**config.mk**
```make
export PLATFORM = sky130hd
export DESIGN_NAME = hazard_ctrl
export DESIGN_NICKNAME = d
export VERILOG_FILES = /design/src/rtl/hazard_ctrl.sv
export SDC_FILE = /design/constraint.sdc
export NUM_CORES = 1
export LEC_CHECK = 0
export ABC_AREA = 1
export CORE_AREA = 10 10 52 54
export DETAILED_ROUTE_END_ITERATION = 12
export DIE_AREA = 0 0 62 64
export PLACE_DENSITY_LB_ADDON = 0.1
export SETUP_SLACK_MARGIN = 0.2
export SLEW_MARGIN = 20
export SYNTH_ARGS = -nofsm -noshare
export SYNTH_HDL_FRONTEND = slang
export SYNTH_SLANG_ARGS = --single-unit
```
**constraint.sdc**
```tcl
create_clock -name CLK -period 3.6 [get_ports CLK]
set_input_delay 1.08 -clock CLK [delete_from_list [all_inputs] [get_ports CLK]]
set_output_delay 1.08 -clock CLK [all_outputs]
set_load 0.02 [all_outputs]
```
**src/rtl/hazard_ctrl.sv**
```systemverilog
// hazard_ctrl: pipeline hazard controller covering load-use stalls, taken-branch flushes and
// multi-cycle mul/div waits with a timeout. Define HAZARD_PERF_CNT_EN to add STALL_COUNT/FLUSH_COUNT.
module hazard_ctrl #(
    parameter logic [5:0] MULDIV_TIMEOUT = 6'd40
) (
    input  logic        CLK,
    input  logic        RESET,
    input  logic [4:0]  ID_REG_READ_ADDR1,
    input  logic [4:0]  ID_REG_READ_ADDR2,
    input  logic [4:0]  EX_REG_WRITE_ADDR,
    input  logic [3:0]  EX_DATA_MEM_READ,
    input  logic        EX_BRANCH_TAKEN,
    input  logic        EX_MULDIV_START,
    input  logic        MULDIV_DONE,
    output logic        PC_STALL,
    output logic        IF_ID_STALL,
    output logic        IF_ID_FLUSH,
    output logic        ID_EX_STALL,
    output logic        ID_EX_BUBBLE,
    output logic        EX_MEM_BUBBLE,
    output logic        HAZARD_ERROR,
`ifdef HAZARD_PERF_CNT_EN
    output logic [1:0]  STATE,
    output logic [31:0] STALL_COUNT,
    output logic [31:0] FLUSH_COUNT
`else
    output logic [1:0]  STATE
`endif
);

    typedef enum logic [1:0] {
        ST_RUN    = 2'b00,
        ST_MULDIV = 2'b01,
        ST_ERROR  = 2'b10,
        ST_BAD    = 2'b11
    } state_t;

    state_t     r_state;
    state_t     w_next_state;
    logic [5:0] r_wait_cnt;
    logic       w_load_use;
    logic       w_muldiv_wait;
    logic       w_unused;

    // Only bit 3 of the load control matters here; the size/sign bits are deliberately ignored.
    assign w_unused = ^EX_DATA_MEM_READ[2:0];

    assign w_load_use = EX_DATA_MEM_READ[3]
                     && (EX_REG_WRITE_ADDR != 5'd0)
                     && ((EX_REG_WRITE_ADDR == ID_REG_READ_ADDR1)
                      || (EX_REG_WRITE_ADDR == ID_REG_READ_ADDR2));

    assign w_muldiv_wait = EX_MULDIV_START && !MULDIV_DONE;

    // NOTE: sequential state uses non-blocking assignments so every register samples pre-edge values.
    always_ff @(posedge CLK) begin
        if (RESET) begin
            r_state    <= ST_RUN;
            r_wait_cnt <= '0;
        end else begin
            r_state <= w_next_state;
            if (r_state == ST_RUN) begin
                r_wait_cnt <= '0;
            end else if ((r_state == ST_MULDIV) && !MULDIV_DONE && (r_wait_cnt != 6'h3F)) begin
                r_wait_cnt <= r_wait_cnt + 6'd1;
            end
        end
    end

    // NOTE: every combinational output gets a default first so no path can infer a latch.
    always_comb begin
        w_next_state = r_state;
        case (r_state)
            ST_RUN: begin
                if (!EX_BRANCH_TAKEN && w_muldiv_wait) begin
                    w_next_state = ST_MULDIV;
                end
            end
            ST_MULDIV: begin
                if (MULDIV_DONE) begin
                    w_next_state = ST_RUN;
                end else if (r_wait_cnt == (MULDIV_TIMEOUT - 6'd1)) begin
                    w_next_state = ST_ERROR;
                end
            end
            ST_ERROR: w_next_state = ST_ERROR;
            default:  w_next_state = ST_RUN;
        endcase
    end

    always_comb begin
        PC_STALL      = 1'b0;
        IF_ID_STALL   = 1'b0;
        IF_ID_FLUSH   = 1'b0;
        ID_EX_STALL   = 1'b0;
        ID_EX_BUBBLE  = 1'b0;
        EX_MEM_BUBBLE = 1'b0;
        HAZARD_ERROR  = 1'b0;
        if (!RESET) begin
            case (r_state)
                ST_RUN: begin
                    // Branch beats mul/div beats load-use; a losing event drives nothing.
                    if (EX_BRANCH_TAKEN) begin
                        IF_ID_FLUSH  = 1'b1;
                        ID_EX_BUBBLE = 1'b1;
                    end else if (EX_MULDIV_START) begin
                        if (!MULDIV_DONE) begin
                            PC_STALL      = 1'b1;
                            IF_ID_STALL   = 1'b1;
                            ID_EX_STALL   = 1'b1;
                            EX_MEM_BUBBLE = 1'b1;
                        end
                    end else if (w_load_use) begin
                        PC_STALL     = 1'b1;
                        IF_ID_STALL  = 1'b1;
                        ID_EX_BUBBLE = 1'b1;
                    end
                end
                ST_MULDIV: begin
                    if (!MULDIV_DONE) begin
                        PC_STALL      = 1'b1;
                        IF_ID_STALL   = 1'b1;
                        ID_EX_STALL   = 1'b1;
                        EX_MEM_BUBBLE = 1'b1;
                    end
                end
                ST_ERROR: begin
                    PC_STALL      = 1'b1;
                    IF_ID_STALL   = 1'b1;
                    ID_EX_STALL   = 1'b1;
                    EX_MEM_BUBBLE = 1'b1;
                    HAZARD_ERROR  = 1'b1;
                end
                default: ;
            endcase
        end
    end

    assign STATE = r_state;

`ifdef HAZARD_PERF_CNT_EN
    logic [31:0] r_stall_cnt;
    logic [31:0] r_flush_cnt;

    always_ff @(posedge CLK) begin
        if (RESET) begin
            r_stall_cnt <= '0;
            r_flush_cnt <= '0;
        end else begin
            if (PC_STALL) begin
                r_stall_cnt <= r_stall_cnt + 32'd1;
            end
            if (IF_ID_FLUSH) begin
                r_flush_cnt <= r_flush_cnt + 32'd1;
            end
        end
    end

    assign STALL_COUNT = r_stall_cnt;
    assign FLUSH_COUNT = r_flush_cnt;
`endif

endmodule

```
======== Word level (Yosys, flattened, before mapping) ========
Cells that the tools add are included.
storage, ports and cells
  register bits after elaboration ......... 8
  bits of input ports ..................... 24
  logic and storage cells ................. 47
  output and inout bits ................... 9
operators by class
  add/subtract/negate cells ............... 1
  reduce and logical (&&, ||, !) cells .... 13
  eq/ne operators ......................... 8
  muxes and demuxes ....................... 23
operators by type and width
  kind                                                                   number
  1-bit 2-to-1 mux                                                       17
  5-bit equality test                                                    2
  6-bit by 1-bit adder with 6-bit output, second input constant          1
  6-bit equality test, second input constant                             1
  1-bit logical AND                                                      6
  2-bit 2-to-1 mux                                                       3
  6-bit != test, second input constant                                   1
  1-bit one-hot mux with 3 select lines                                  2
  2-bit one-hot mux with 3 select lines                                  1
  5-bit nonzero test                                                     1
  3-bit by 2-bit != test with 1-bit output, second input constant        1
  2-bit by 1-bit equality test with 1-bit output, second input constant  1
  2-bit equality test, second input constant                             1
  1-bit logical NOT                                                      2
  2-bit logical NOT                                                      1
  2-bit by 1-bit != test with 1-bit output, second input constant        1
  2-bit AND reduction                                                    1
  2-bit OR reduction                                                     1
  1-bit logical OR                                                       1

======== Logic depth before layout (Yosys ltp) ========
Gate-level depths: netlist of the first run.
  word-level depth ........................ 8
  gate-level depth with buffers ........... 9
  mapped depth without buffers ............ 8

======== Worst setup path before layout of the first run ========
OpenSTA, ideal clock, no wires.
  path type ............................... input to output
  start point ............................. input port EX_REG_WRITE_ADDR[4]
  end point ............................... output port PC_STALL
  path slack .............................. 0.251 ns
  required time ........................... 2.520 ns
  stages on the path ...................... 9
  arrival time ............................ 2.269 ns
  cells stage by stage .................... inv_1 > nand2_1 > nand2_1 > nor2_1 > nand3_1 > nand2_1 > nand2_1 > o21ai_0 > buf_4
between the ends
  cells in the longest elaborated chain, start to end .. 8
ends and longest elaborated chain
  what                                                          line    source
  start: declaration                                            10      input logic [4:0] EX_REG_WRITE_ADDR,
  5-bit equality test, or another cell as far along             50      && ((EX_REG_WRITE_ADDR == ID_REG_READ_ADDR1)
  1-bit logical OR / 1-bit logical AND (equally long branches)  51, 49
  1-bit logical AND (*)                                         50
  1-bit 2-to-1 mux (*) (3 in a row)                             --
  1-bit one-hot mux with 3 select lines (*)                     --
  1-bit 2-to-1 mux (*)                                          --
  end: declaration                                              15      output logic PC_STALL,
Mark *: on every way between the ends. The rest lies on a longest branch, timed or not.

======== Worst setup path in the final report of the first run ========
  start point ............................. input port RESET
  end point ............................... output port IF_ID_FLUSH
between the ends
  cells in the longest elaborated chain, start to end .. 1
ends and longest elaborated chain
  what                line  source
  start: declaration  7     input logic RESET,
  1-bit 2-to-1 mux    99    if (!RESET) begin
  end: declaration    17    output logic IF_ID_FLUSH,
No other way between the ends.

==> results of run 1 <==
==> path summary, 6_finish.rpt <==
| path | to | slack, ns | cells after the start |
|---|---|---|---|
| worst max-delay path | IF_ID_FLUSH | 0.28 | 6 |
| worst min-delay path | r_wait_cnt[0]$_SDFFE_PP0P_ | 0.51 | 2 |
| worst max register to register | r_wait_cnt[5]$_SDFFE_PP0P_ | 2.21 | 6 |
| worst min register to register | r_wait_cnt[0]$_SDFFE_PP0P_ | 0.51 | 2 |
==> metal layers <==
layer  GRT usage  vias to the layer above  share of wire
met1       0.103                      360           0.41
met3      0.0356                        5          0.098
met4      0.0475                        0          0.016
li1            -                      449              -
met2       0.179                       23           0.48
met5           0                        -              0
==> stage by stage <==
step | worst slack, ns | util
after floorplan | 0.251 | -
after global placement | -0.391 | 0.632
after detailed placement | -0.458 | 0.632
after CTS | 0.155 | 0.636
after global routing | 0.196 | 0.659
final | 0.281 | 0.659
==> state kept, by name, indices dropped and copies added (netlist names) <==
| name | flops |
|---|---|
| r_wait_cnt | 6 |
| STATE | 2 |
==> what timing repair did <==
item | CTS | global route
pin swaps | 4 | 5
resized for setup | 38 | 16
setup endpoints to repair | 7 | 5
gates cloned | 0 | 0
==> Yosys cell counts <==
master | number | area [sq um]
nand2_1 | 39 | 146
inv_1 | 24 | 90.1
nor2_1 | 12 | 45.0
dfxtp_1 | 8 | 160
a21oi_1 | 7 | 35.0
nand3_1 | 5 | 25.0
nor3_1 | 4 | 20.0
xnor2_1 | 3 | 26.3
buf_4 | 2 | 15.0
inv_2 | 2 | 7.51
nand4_1 | 2 | 12.5
o21ai_0 | 2 | 10.0
o21ai_1 | 2 | 10.0
ha_1 | 1 | 12.5
nand3_2 | 1 | 10.0
nor3_2 | 1 | 10.0
nor3_4 | 1 | 16.3
nor3b_2 | 1 | 12.5
o21ai_4 | 1 | 16.3
o21bai_1 | 1 | 7.51
o31ai_1 | 1 | 7.51
xor2_1 | 1 | 8.76
==> worst register-to-register path, cell delays in order, from the launching register on <==
cell and delay, ns:
dfxtp_1 0.37, ha_1 0.23, nand3_2 0.14, o21ai_4 0.30, inv_2 0.10, nand2_1 0.08
a21oi_1 0.05
==> area by class of cell <==
type | instances | area, sq um | share of cell area
multi-input combinational | 85 | 462 | 0.410
timing repair buffer | 38 | 352 | 0.313
sequential | 8 | 160 | 0.142
inverter | 26 | 97.6 | 0.0868
tap | 25 | 31.3 | 0.0278
clock buffer | 3 | 22.5 | 0.0200
==> where the power goes <==
| group | switching, mW | internal, mW | leakage [nW] |
|---|---|---|---|
| sequential | 0.000674 | 0.0892 | 0.0645 |
| combinational | 0.0335 | 0.0362 | 0.508 |
| clock | 0.0302 | 0.0381 | 0.0138 |
| total | 0.0644 | 0.164 | 0.587 |
==> logic make-up after synthesis <==
logic type               Yosys count
XOR/XNOR                           4
AND/OR/NAND/NOR                   66
AO/OA/AOI/OAI                     14
adder cells (fa/ha/maj)            1
flip-flops                         8
buffers and inverters             28
==> flow_metrics.py, run 1 <==
metrics = {
    "placed_design": {
        "place_congestion": 0.769,
        "dp_hpwl_mm": 1.67,
        "place_inst": 182,
        "numPortBuffers": 29,
        "dpl-instance-area_sq_um": 1080,
    },
    "final_layout": {
        "final_layout_size_suffix_gt1_frac": 0.194,
        "final_cell_mix": "36 x nand2_1, 24 x inv_1, 12 x buf_4, 11 x nor2_1, 11 x dlygate4sd2_1",
        "mostFrequentLayoutCell": "nand2_1",
        "final_area_sq_um": 1120,
        "syn2layout_area_growth_pct": 59.7,
        "final_nets": 187,
        "instances_no_fill": 185,
        "n_antenna_cell": 0,
        "num-fill-cells": 170,
    },
    "global_route": {
        "grt_max_degree": 10,
        "antenna_found_initial": 0,
        "overflow": 0,
        "grt_pass1_wl_mm": 3.20,
        "grt_pass1_vias": 793,
        "grt.total_usage": 0.102,
    },
    "cts": {
        "h-tree-depth": 1,
        "post_cts_buffers": 0,
        "clock_sinks": 8,
        "root_buffer": "clkbuf_4",
        "cts-hold-fix-buffers": 0,
        "clk_path_buf_depth": 2,
        "clk_latency_ns": 0.26,
        "cts_made_buffers": 3,
        "clk_pin_slew_worst_paths_ns": 0.05,
        "cts_tree": "built",
    },
    "synth": {
        "synth.distinct_cells": 22,
        "ys_ff_latch": 8,
        "synth.avg_cell_area_sq_um": 5.82,
        "synth_area_sq_um": 704,
        "synth_xor_area_frac": 0.0497,
        "synthSimpleGateAreaFrac": 0.423,
        "synthCells": 121,
        "synth_top_family_by_area": "simple AND/OR/NAND/NOR gates",
        "synth-compound-area-share": 0.123,
        "synthMuxAreaShare": 0,
        "synthAdderAreaFrac": 0.0178,
        "syn-num-nets": 146,
        "ys_seq_area_frac": 0.227,
        "yosysWarnings": 0,
    },
    "worst_hold_path": {
        "hp-start": "r_wait_cnt[0]$_SDFFE_PP0P_",
        "min_path_type": "reg -> reg",
    },
    "setup_path": {
        "worstPathRequired_ns": 2.52,
        "crit_buf_inv": 4,
        "cp_max_fo": 3,
        "path_delay_family": "buffers and inverters",
        "path_cells": "clkdlybuf4s50_1, inv_1, buf_4, nand2_1, nor2_1, dlygate4sd2_1",
        "slowest_delay_ns": 0.42,
        "critical_path_class": "in -> out",
        "crit_start": "RESET",
        "slowest_stage": "clkdlybuf4s50_1",
        "cp-start-kind": "primary input",
        "worst_r2r_startpoint": "r_wait_cnt[0]$_SDFFE_PP0P_",
        "critPathArrivalTime_ns": 2.24,
        "cp-end-kind": "primary output",
    },
    "floorplan": {
        "core_sq_um": 1710,
        "boundaryPins": 33,
        "dieArea_sq_um": 3970,
        "num_rows": 15,
        "die_w_microns": 62,
        "die_h_microns": 64,
        "start_util": 0.412,
    },
    "power_and_ir_drop": {
        "leakagePower_nw": 0.587,
        "report.power.total_uw": 228,
        "vdd_drop_max_mv": 0.158,
        "powerDensity_nw_per_um2": 203,
    },
    "timing": {
        "rsz0062_at_grt": "true",
        "finClkSkew_ns": 0.00490,
        "setup_violations": 0,
        "fmax_ghz": 0.301,
        "slew_violations": 0,
        "final_hold_viol_count": 0,
        "relSlewSlack": 0.810,
        "min_period_ns": 3.32,
        "fin_crit_sh": 0.922,
        "tns_ns": 0,
        "hold_slack_ns": 0.507,
        "tightest_slew_ns": 0.283,
    },
    "route": {
        "post_drt_via_cell_ratio": 4.52,
        "ant_nets": 0,
        "drt_iter0_markers": 17,
        "post-route-drc-count": 0,
        "wire_per_inst_microns": 10.8,
        "num_vias": 837,
        "dr.pass1.iters": 4,
        "wl_mm": 2.00,
    },
    "outcome": {
        "status": "finished clean",
    },
    "flow_run": {
        "max-cap-violations": 0,
    },
}
No activity file was read; power rests on OpenSTA's default activity.
==> run 2, diff against run 1 <==
HOLD_SLACK_MARGIN = 0.08   (was default)
==> results of run 2 <==
No change in the layout: final DEF, timing and power equal those of run 1.
